`src/rtl/norm_shifter.sv`:
```
// rtl/norm_shifter.sv - sequential normalizing left-shifter after the leading-zero detector
module norm_shifter #(
  parameter int WIDTH   = 8,
  parameter int CNT_W   = 4,
  parameter int TRUNC_W = 4
) (
  input  logic               clk,
  input  logic               rst_n,
  input  logic               start,
  input  logic [WIDTH-1:0]   in_data,
  input  logic [CNT_W-1:0]   lz_cnt,
  output logic               busy,
  output logic               done,
  output logic [WIDTH-1:0]   norm_out,
  output logic [TRUNC_W-1:0] trunc_out,
  output logic [CNT_W-1:0]   exp_out,
  output logic               zero_flag
);

  typedef enum logic [1:0] {IDLE, SHIFT, DONE} state_t;

  localparam logic [CNT_W-1:0] WIDTH_C    = CNT_W'(WIDTH);
  localparam logic [CNT_W-1:0] LAST_IDX_C = CNT_W'(WIDTH - 1);

  state_t             state_q, state_d;
  logic [WIDTH-1:0]   sh_q, sh_d;
  logic [CNT_W-1:0]   rem_q, rem_d;
  logic [CNT_W-1:0]   shifts_q, shifts_d;
  logic               zero_q, zero_d;
  logic [WIDTH-1:0]   norm_q, norm_d;
  logic [TRUNC_W-1:0] trunc_q, trunc_d;
  logic [CNT_W-1:0]   exp_q, exp_d;
  logic               zflag_q, zflag_d;
  logic [TRUNC_W-1:0] trunc_calc;

  // Discarded low bits collapse into the mantissa LSB so rounding still sees them.
  always_comb begin
    trunc_calc    = sh_q[WIDTH-1 -: TRUNC_W];
    trunc_calc[0] = trunc_calc[0] | (|sh_q[WIDTH-TRUNC_W-1:0]);
  end

  always_comb begin
    state_d  = state_q;
    sh_d     = sh_q;
    rem_d    = rem_q;
    shifts_d = shifts_q;
    zero_d   = zero_q;
    norm_d   = norm_q;
    trunc_d  = trunc_q;
    exp_d    = exp_q;
    zflag_d  = zflag_q;
    unique case (state_q)
      IDLE: begin
        if (start) begin
          sh_d     = in_data;
          shifts_d = '0;
          zero_d   = (in_data == '0);
          if (in_data == '0)        rem_d = '0;
          else if (lz_cnt > WIDTH_C) rem_d = WIDTH_C;
          else                      rem_d = lz_cnt;
          state_d  = SHIFT;
        end
      end
      SHIFT: begin
        // The MSB test stops early when the supplied count overstates the leading zeros.
        if (rem_q == '0 || sh_q[WIDTH-1] || zero_q) begin
          state_d = DONE;
          zflag_d = zero_q;
          if (zero_q) begin
            norm_d  = '0;
            trunc_d = '0;
            exp_d   = '0;
          end else begin
            norm_d  = sh_q;
            trunc_d = trunc_calc;
            exp_d   = LAST_IDX_C - shifts_q;
          end
        end else begin
          sh_d     = sh_q << 1;
          rem_d    = rem_q - 1'b1;
          shifts_d = shifts_q + 1'b1;
        end
      end
      DONE:    state_d = IDLE;
      default: state_d = IDLE;
    endcase
  end

  always_ff @(posedge clk or negedge rst_n) begin
    if (!rst_n) begin
      state_q  <= IDLE;
      sh_q     <= '0;
      rem_q    <= '0;
      shifts_q <= '0;
      zero_q   <= 1'b0;
      norm_q   <= '0;
      trunc_q  <= '0;
      exp_q    <= '0;
      zflag_q  <= 1'b0;
    end else begin
      state_q  <= state_d;
      sh_q     <= sh_d;
      rem_q    <= rem_d;
      shifts_q <= shifts_d;
      zero_q   <= zero_d;
      norm_q   <= norm_d;
      trunc_q  <= trunc_d;
      exp_q    <= exp_d;
      zflag_q  <= zflag_d;
    end
  end

  assign busy      = (state_q != IDLE);
  assign done      = (state_q == DONE);
  assign norm_out  = norm_q;
  assign trunc_out = trunc_q;
  assign exp_out   = exp_q;
  assign zero_flag = zflag_q;

endmodule
```
`config.mk`:
```
export PLATFORM = sky130hd
export DESIGN_NAME = norm_shifter
export DESIGN_NICKNAME = d
export VERILOG_FILES = /design/src/rtl/norm_shifter.sv
export SDC_FILE = /design/constraint.sdc
export NUM_CORES = 1
export LEC_CHECK = 0
export ABC_AREA = 0
export BUFFER_PORTS_ARGS = -buffer_cell sky130_fd_sc_hd__buf_2
export CAP_MARGIN = 0
export CORE_AREA = 2 2 58 60
export CTS_CLUSTER_DIAMETER = 200
export DETAILED_ROUTE_END_ITERATION = 8
export DIE_AREA = 0 0 60 62
export PLACE_DENSITY = 0.86
export SYNTH_ARGS = -nofsm -noshare
export SYNTH_HDL_FRONTEND = slang
export SYNTH_SLANG_ARGS = --single-unit
```
`constraint.sdc`:
```
create_clock -name clk -period 2.3 [get_ports clk]
set_input_delay 0.69 -clock clk [delete_from_list [all_inputs] [get_ports clk]]
set_output_delay 0.69 -clock clk [all_outputs]
set_load 0.1 [all_outputs]
```
==> Yosys cells after proc, flatten, opt, wreduce, memory -nomap -nowiden <==
Index checks and enable logic that the tools add are counted.
{ "word_totals": {"ff_bits": 36, "latch_bits": 0, "ram_bits": 0, "mem_bits_ro": 0, "in_bits": 15, "out_inout_bits": 19, "word_cells": 48, "mem_count": 0} }
{ "classes": {"addsub": 3, "mul": 0, "div": 0, "n_lt_le_gt_ge": 1, "n_eq_ne": 5, "shifts": 0, "n_mux": 17, "n_bitwise": 1, "n_reduce_logical": 12} }
{ "ops": {"columns": ["op", "n"], "rows": [
  ["4-bit 2-to-1 mux", 8],
  ["8-bit 2-to-1 mux", 3],
  ["4-bit case mux with 2 select lines", 2],
  ["8-bit case mux with 2 select lines", 1],
  ["8-bit logical NOT", 1],
  ["2-bit inequality test (second input constant)", 3],
  ["2-bit AND reduction", 3],
  ["4-bit by 1-bit adder with 4-bit output (second input constant)", 1],
  ["4-bit greater-than comparator (second input constant)", 1],
  ["4-bit logical NOT", 1],
  ["2-bit 2-to-1 mux", 2],
  ["2-bit case mux with 2 select lines", 1],
  ["2-bit nonzero test", 2],
  ["4-bit OR reduction", 1],
  ["3-bit by 4-bit subtractor with 4-bit output (first input constant)", 1],
  ["4-bit by 1-bit subtractor with 4-bit output (second input constant)", 1],
  ["3-bit AND reduction", 1],
  ["2-bit by 1-bit equality test with 1-bit output (second input constant)", 1],
  ["2-bit equality test (second input constant)", 1],
  ["2-bit logical NOT", 1],
  ["1-bit logical OR", 2],
  ["1-bit OR", 1]
]} }

==> Logic depth before layout (Yosys ltp) <==
Gate-level depths: netlist of the first run.
{ "logic_depth": {"depth_word": 5, "depth_mapped": 8, "depth_no_buf": 7} }

==> Worst setup path before layout of the first run <==
OpenSTA, ideal clock, no wires.
{ "synth_timing": {"kind": "flip-flop to output port", "start": "register state_q[1]", "end": "output done", "arrival_ns": 1.779, "required_time_ns": 1.610, "setup_slack_ns": -0.169, "stages_incl_launch_ff": 2, "n_path_buf": 0, "cell_sequence": "dfrtp_1 > nor2b_1"} }
{ "synth_via": {"elab_chain_len": 1} }
{ "synth_rtl": {"columns": ["element", "line_no", "source"], "rows": [
  ["from (decl)", "25", "state_t state_q, state_d;"],
  ["from (signal assigned)", "101", "state_q <= state_d;"],
  ["2-bit equality test", "114", "assign done = (state_q == DONE);"],
  ["to (decl)", "13", "output logic done,"]
]} }
No other way between the ends.

==> Worst setup path in the final report of the first run <==
Ends and elaborated chain as after synthesis.

==> results.json, run 1 <==
{
  "synthesis.instances": 167,
  "antennaDiodeCount": 0,
  "synth_ff_type": "dfrtp_1",
  "io_pins": 34,
  "initial_cell_density_of_the_core": 0.498,
  "setup.worst_path.start": "state_q[1]",
  "tightest_slew_ns": 0.699,
  "drcViolationCount": 0,
  "worstReg2RegStart": "rem_q[0]",
  "cp_slowest_cell": "dfrtp_1",
  "area_growth_pct": 13.9,
  "finalSetupTns_ns": 0,
  "syn-num-nets": 184,
  "maxClockFrequency_mhz": 489,
  "final.min_clock_period_ns": 2.05,
  "synth_seq_cells": 33,
  "cts.sink_count": 33,
  "number_of_antenna_violations_at_the_first_check_in_global_routing": 0,
  "cp_data_required_time_ns": 1.61,
  "fin_crit_sh": 0.890,
  "clockRootBuffer": "clkbuf_4",
  "setup.worst_path.class": "flip-flop to output port",
  "maxSlewHeadroom": 0.534,
  "critical_path.endpoint": "done",
  "timing.clock.skew_ns": 0.00860,
  "number_of_clock_buffers_inserted_by_tritoncts": 5,
  "post_cts_gate_resize_count": 0,
  "die_area_sq_um": 3720,
  "drive_above_1_share": 0.271,
  "routed_wl_mm": 2.99,
  "detailedPlacementHpwl_mm": 2.25,
  "finalHoldViolations": 0,
  "vias_per_cell": 5.17,
  "global_route_wire_length_before_repair_mm": 4.75,
  "drt_iter0_drc": 41,
  "reg2regPathDepth": 7,
  "die_x_um": 60,
  "utilization": 0.567,
  "antenna_left": 0,
  "track_usage": 0.176,
  "critical_path.max_stage_delay_ns": 0.45,
  "ctsHoldBuffers": 0,
  "finish.net_count": 217,
  "synth-edff-count": 0,
  "outcome": "finished, final reports clean",
  "hold_slack_ns": 0.402,
  "port-buffer-count": 33,
  "final_setup_violation_count": 0,
  "drt-pass1-iter-count": 4,
  "synth_seq_area_share": 0.521,
  "fillerInstances": 285,
  "worstSkewPairLatency_ns": 0.33,
  "ffs_w_async_s_r_synth": 1.00,
  "rsz_0062_raised_after_global_routing": "false",
  "worst-path-buf-inv": 1,
  "worstPathMaxFanout": 7,
  "hold_path.class": "input port to async pin",
  "postCtsSetupBuffers": 0,
  "design.core.area_sq_um": 3180,
  "crit_path_cell_chain": "nor2b_2, buf_2",
  "worstSetupStartpointType": "flip-flop",
  "timing_max_transition_violations_final": 0,
  "cp_num_cells": 2,
  "grt_start_max_net_pins": 34,
  "synth.yosys.warnings": 0,
  "rows": 21,
  "htree_levels": 2,
  "crit_arrival_ns": 1.36,
  "crit-reg2reg-capture": "rem_q[2]",
  "detail_route.wl_per_cell_um": 12.2,
  "path_clk_slew_ns": 0.10,
  "synthDistinctLibCells": 35,
  "regToRegSetupSlack_ns": 0.48,
  "area_of_the_mapped_netlist_sq_um": 1580,
  "cts_tree": "done",
  "first_global_vias": 1118,
  "worst_setup_ep_type": "output port",
  "gp_routability_congestion": 0.804,
  "critical_path.top_delay_family": "flip-flops",
  "avgSynthCellArea_sq_um": 9.49,
  "cts_max_path_buffers": 2,
  "vias": 1266,
  "die_height_um": 62,
  "cap_viol_max_count": 0,
  "grt_remaining_overflow": 0
}
cell usage after synthesis (2+ instances only):
cell / count / share of area
ha_1: 2 / 0.016
dfrtp_1: 33 / 0.52
o21ai_2: 6 / 0.033
buf_6: 4 / 0.028
mux2i_1: 2 / 0.013
a21oi_1: 2 / 0.0063
a21o_1: 2 / 0.0095
o21ai_0: 11 / 0.035
a211oi_1: 2 / 0.0095
nand2_1: 41 / 0.097
o21ai_1: 4 / 0.013
nor3b_1: 2 / 0.0095
o31ai_1: 3 / 0.014
buf_4: 5 / 0.024
a31oi_1: 6 / 0.024
inv_1: 6 / 0.014
nand3_1: 5 / 0.016
nor4_1: 2 / 0.0079
o211ai_1: 2 / 0.0095
nor2_1: 11 / 0.026
clkbuf_1: 2 / 0.0047
per-stage QoR:
step	worst slack, ns	cell area, sq um	instances
after detailed placement	0.479	1760	239
final	0.254	1800	245
after global routing	0.173	1800	245
after floorplan	0.270	1590	167
after CTS	0.232	1800	245
after global placement	0.510	1760	239
layout by cell type, fill, tap and decap left out, drive strengths merged, types with 2 or more instances in the layout:
master / synthesis / routed
a211oi: 2 / 2
nor4: 2 / 2
nor2: 11 / 11
a31oi: 7 / 7
o211ai: 2 / 2
inv: 7 / 7
a21oi: 2 / 2
clkbuf: 2 / 5
a21o: 2 / 2
nand3: 5 / 5
buf: 9 / 37
mux2i: 2 / 2
ha: 2 / 2
o21ai: 21 / 21
o31ai: 3 / 3
dfrtp: 33 / 33
nand2: 41 / 41
nor2b: 2 / 2
nor3b: 2 / 2
state kept, by name, summed over array words and instances, names as in the netlist, 2 cells and up:
signal	cells
norm_out	8
state_q	2
sh_q	8
rem_q	4
exp_out	4
shifts_q	4
area by class of cell:
class | instances | area [sq um] | area share
multi-input cells | 116 | 644 | 0.357
well taps | 46 | 57.6 | 0.0319
flip-flops and latches | 33 | 826 | 0.458
repair buffers | 37 | 208 | 0.115
inverters | 7 | 26.3 | 0.0146
clock inverters | 1 | 5.00 | 0.00277
clock buffers | 5 | 37.5 | 0.0208
how the worst min path moves through the flow:
stage,from,endpoint,slack [ns],cells after the start
final,rst_n,norm_out[7],0.40,1
after global routing,rst_n,sh_q[2],0.44,1
after CTS,rst_n,norm_out[7],0.42,1
after detailed placement,norm_out[0],norm_out[0],0.46,2
after global placement,norm_out[3],norm_out[3],0.46,2
after floorplan,rst_n,exp_out[0],0.39,0
cell families (layout without fill, tap and decap cells):
logic type                 Yosys count  in the layout  share of synthesized area
and+or+nand+nor                     69             69                      0.194
AOI/OAI and AO/OA                   42             42                      0.177
DFF                                 33             33                      0.521
buffers and inverters               18             50                     0.0735
adders and majority gates            2              2                     0.0158
muxes                                2              2                     0.0126
xor gates and xnor gates             1              1                    0.00553
per-layer routing:
layer	vias up	GRT usage	part of all wire
met5	-	0	0
met2	27	0.298	0.49
li1	640	-	-
met4	0	0.0952	0.017
met1	594	0.198	0.45
met3	5	0.0580	0.041
Power of run 1 is not shown: default switching activity piles up to over one toggle a cycle in this logic, so the estimate is an artifact.
==> run 2, diff against run 1 <==
--- a/config.mk
+++ b/config.mk
@@ -13,6 +13,7 @@
 export DETAILED_ROUTE_END_ITERATION = 8
 export DIE_AREA = 0 0 60 62
 export PLACE_DENSITY = 0.86
+export REMOVE_ABC_BUFFERS = 1
 export SYNTH_ARGS = -nofsm -noshare
 export SYNTH_HDL_FRONTEND = slang
 export SYNTH_SLANG_ARGS = --single-unit
==> run 2 against run 1 <==
Sequential share of layout area increased by 0.45 points; via count decreased by 0.71%; flip-flop and latch count unchanged; global-route usage decreased by 0.17 points; clock skew decreased by 0.0065 ns; highest routed layer unchanged.
==> results.json, run 2 (synthesis gave the netlist of run 1 again) <==
{
  "outcome": "finished, final reports clean",
  "track_usage": 0.175,
  "final-instance-count-excl-fill": 243,
  "antennaDiodeCount": 0,
  "cts.sink_count": 33,
  "grt_remaining_overflow": 0,
  "timing_max_transition_violations_final": 0,
  "drive_above_1_share": 0.259,
  "hold_slack_ns": 0.402,
  "clockRootBuffer": "clkbuf_4",
  "design.core.area_sq_um": 3180,
  "die_height_um": 62,
  "grt_start_max_net_pins": 34,
  "final_common_cell": "nand2_1",
  "global_route_wire_length_before_repair_mm": 4.66,
  "fin_crit_sh": 0.896,
  "final_setup_violation_count": 0,
  "drcViolationCount": 0,
  "finalHoldViolations": 0,
  "die_area_sq_um": 3720,
  "rsz_0062_raised_after_global_routing": "false",
  "maxClockFrequency_mhz": 485,
  "drt-pass1-iter-count": 4,
  "vias": 1257,
  "area_growth_pct": 12.8,
  "final-seq-area_sq_um": 826,
  "hold_path.class": "input port to async pin",
  "number_of_antenna_violations_at_the_first_check_in_global_routing": 0,
  "antenna_left": 0,
  "die_x_um": 60,
  "timing.clock.skew_ns": 0.00210,
  "multi_input_comb_area_sq_um": 642,
  "detailedPlacementHpwl_mm": 2.19,
  "tightest_slew_ns": 0.719,
  "vias_per_cell": 5.17,
  "worstSkewPairLatency_ns": 0.33,
  "cap_viol_max_count": 0,
  "fillerInstances": 301,
  "setup.worst_path.class": "flip-flop to output port",
  "post_cts_gate_resize_count": 0,
  "worst_setup_ep_type": "output port",
  "io_pins": 34,
  "initial_cell_density_of_the_core": 0.498,
  "maxSlewHeadroom": 0.521,
  "gp_routability_congestion": 0.825,
  "layout_common_cells": "nand2_1, dfrtp_1, buf_2, nor2_1, o21ai_0",
  "reg2regPathDepth": 7,
  "worstPathMaxFanout": 7,
  "routed_wl_mm": 3.06,
  "path_clk_slew_ns": 0.09,
  "cts_max_path_buffers": 2,
  "rows": 21,
  "ctsHoldBuffers": 0,
  "worstSetupStartpointType": "flip-flop",
  "total_placed_cells_including_tap_cells": 237,
  "postCtsSetupBuffers": 0,
  "htree_levels": 2,
  "cts_tree": "done",
  "port-buffer-count": 33,
  "detail_route.wl_per_cell_um": 12.6,
  "finish.net_count": 215,
  "drt_iter0_drc": 52,
  "number_of_clock_buffers_inserted_by_tritoncts": 5,
  "final.min_clock_period_ns": 2.06,
  "cp_data_required_time_ns": 1.61,
  "first_global_vias": 1079,
  "crit_arrival_ns": 1.37
}
==> run 2: cell count changes in the layout (fill, tap and decap cells not counted) <==
cell,delta
buf_4,-2
nor2b_2,-1
nor2b_1,+1
==> run 2: worst paths after layout <==
check / end / start / slack, ns
max in group asynchronous: shifts_q[1] / rst_n / 1.44
min: exp_out[1] / rst_n / 0.40
min in group clk: exp_out[3] / exp_out[3] / 0.48
max: done / state_q[1] / 0.24
min reg2reg: exp_out[3] / exp_out[3] / 0.48
max reg2reg: rem_q[2] / rem_q[0] / 0.43
==> run 2: metrics by stage <==
stage	instance area (sq um)	setup WS, ns	setup TNS, ns	utilization
after floorplan	1490	-0.169	-0.169	-
after global placement	1740	0.357	0	0.549
after detailed placement	1740	0.317	0	0.549
after CTS	1790	0.227	0	0.562
after global routing	1790	0.181	0	0.562
final	1790	0.238	0	0.562
==> run 2: per-layer routing <==
layer | GRT usage | wire length, um | vias to the layer above
li1 | - | - | 634
met1 | 0.208 | 1310 | 577
met2 | 0.284 | 1500 | 39
met3 | 0.0559 | 181 | 7
met4 | 0.0921 | 65 | 0
met5 | 0 | 0 | -
==> run 2: worst max-delay path, stage by stage, from the launching register on <==
cell	delay [ns]
dfrtp_1	0.45
nor2b_1	0.16
buf_2	0.43
==> run 2: cell type report <==
class,count,share of cell area
Sequential cell,33,0.462
Multi-Input combinational cell,116,0.359
Clock inverter,1,0.00280
Tap cell,46,0.0322
Inverter,7,0.0147
Timing Repair Buffer,35,0.108
Clock buffer,5,0.0210
Power of run 2 is left out for the same reason.
==> run 3, diff against run 2 <==
==> constraint.sdc (replaced) <==
create_clock -name clk -period 2.3 [get_ports clk]
set_input_delay 0.46 -clock clk [delete_from_list [all_inputs] [get_ports clk]]
set_output_delay 0.46 -clock clk [all_outputs]
set_load 0.1 [all_outputs]
==> run 3 against run 2 <==
Global-route usage is 0.69 points higher; highest routed layer unchanged; sequential share of layout area down 0.51 points; non-clock buffer count grew 1; count of clock-buffer cells in the layout rose by 2; via count down 0.64%.
==> results.json, run 3 (synthesis gave the netlist of run 1 again) <==
{
  "outcome": "finished, final reports clean",
  "die_x_um": 60,
  "final-seq-area_sq_um": 826,
  "fin_crit_sh": 0.805,
  "regToRegSetupSlack_ns": 0.51,
  "multi_input_comb_area_sq_um": 642,
  "final.min_clock_period_ns": 1.85,
  "cts_tree": "done",
  "drive_above_1_share": 0.261,
  "cp_slowest_cell": "dfrtp_1",
  "finish.net_count": 216,
  "post_cts_gate_resize_count": 0,
  "cap_viol_max_count": 0,
  "antennaDiodeCount": 0,
  "die_area_sq_um": 3720,
  "track_usage": 0.182,
  "gp_routability_congestion": 0.847,
  "worstPathMaxFanout": 7,
  "routed_wl_mm": 2.94,
  "htree_levels": 2,
  "postCtsSetupBuffers": 0,
  "grt_start_max_net_pins": 34,
  "cp_data_required_time_ns": 1.84,
  "number_of_clock_buffers_inserted_by_tritoncts": 5,
  "maxClockFrequency_mhz": 540,
  "finalSetupTns_ns": 0,
  "timing.clock.skew_ns": 0.00797,
  "number_of_antenna_violations_at_the_first_check_in_global_routing": 0,
  "timing_max_transition_violations_final": 0,
  "path_clk_slew_ns": 0.10,
  "critical_path.max_stage_delay_ns": 0.47,
  "vias": 1249,
  "detail_route.wl_per_cell_um": 12.0,
  "global_route_wire_length_before_repair_mm": 4.86,
  "cts_max_path_buffers": 2,
  "worstSkewPairLatency_ns": 0.34,
  "die_height_um": 62,
  "ctsHoldBuffers": 0,
  "design.core.area_sq_um": 3180,
  "rsz_0062_raised_after_global_routing": "false",
  "first_global_vias": 1096,
  "crit_path_cell_chain": "nor2b_1, buf_2",
  "grt_remaining_overflow": 0,
  "finalHoldViolations": 0,
  "drcViolationCount": 0,
  "worst_setup_ep_type": "output port",
  "final_setup_violation_count": 0,
  "final_common_cell": "nand2_1",
  "cts.sink_count": 33,
  "antenna_left": 0,
  "port-buffer-count": 33,
  "drt-pass1-iter-count": 6,
  "setup.worst_path.start": "state_q[1]",
  "fillerInstances": 298,
  "maxSlewHeadroom": 0.525,
  "layout_common_cells": "nand2_1, dfrtp_1, buf_2, nor2_1, o21ai_0",
  "clockRootBuffer": "clkbuf_4",
  "tightest_slew_ns": 0.713,
  "drt_iter0_drc": 50,
  "hold_path.class": "input port to async pin",
  "area_growth_pct": 14.1,
  "crit_arrival_ns": 1.39,
  "preCtsSetupSlack_ns": 0.511,
  "worstSetupStartpointType": "flip-flop",
  "worstReg2RegStart": "rem_q[0]",
  "setup.worst_path.class": "flip-flop to output port",
  "finalWorstSetupSlack_ns": 0.448,
  "vias_per_cell": 5.10,
  "utilization": 0.568,
  "initial_cell_density_of_the_core": 0.498,
  "rows": 21,
  "io_pins": 34,
  "detailedPlacementHpwl_mm": 2.15
}
==> run 3: changes by cell type in the layout (fill, tap and decap cells not counted), sizes merged <==
cell,change
clkbuf,+2
buf,+1
clkinv,-1
==> run 3: per-layer routing <==
layer	share of wire	routed length, um	global-route usage	vias to the layer above
met5	0	0	0	-
met4	0.022	64	0.0857	0
met3	0.038	112	0.0559	5
met2	0.49	1460	0.292	22
met1	0.45	1310	0.224	586
li1	-	-	-	636
==> run 3: final cells by class <==
type	instances	area share
sequential	33	0.457
multi-input combinational	116	0.355
timing repair buffer	36	0.111
tap	46	0.0319
clock buffer	7	0.0305
inverter	7	0.0145
==> run 3: through the flow <==
stage,area [sq um],instances,hold WS (ns)
finish,1810,245,0.159
detailed placement,1750,238,0.462
floorplan,1490,156,0.164
global route,1810,245,0.218
global placement,1750,238,0.456
CTS,1810,245,0.177
==> run 3: critical path: cells and delay by family (launching register included) <==
kind | cells | cell delay (ns)
buf+inv | 1 | 0.43
flops | 1 | 0.47
simple gates | 1 | 0.15
==> run 3: worst paths after layout <==
kind,end,cells after the start
hold reg to reg,norm_out[1],2
setup / recovery,done,2
max in group asynchronous,sh_q[4],1
hold / removal,exp_out[2],1
min in group clk,sh_q[0],3
setup reg to reg,exp_out[1],6
Power of run 3 is left out for the same reason.
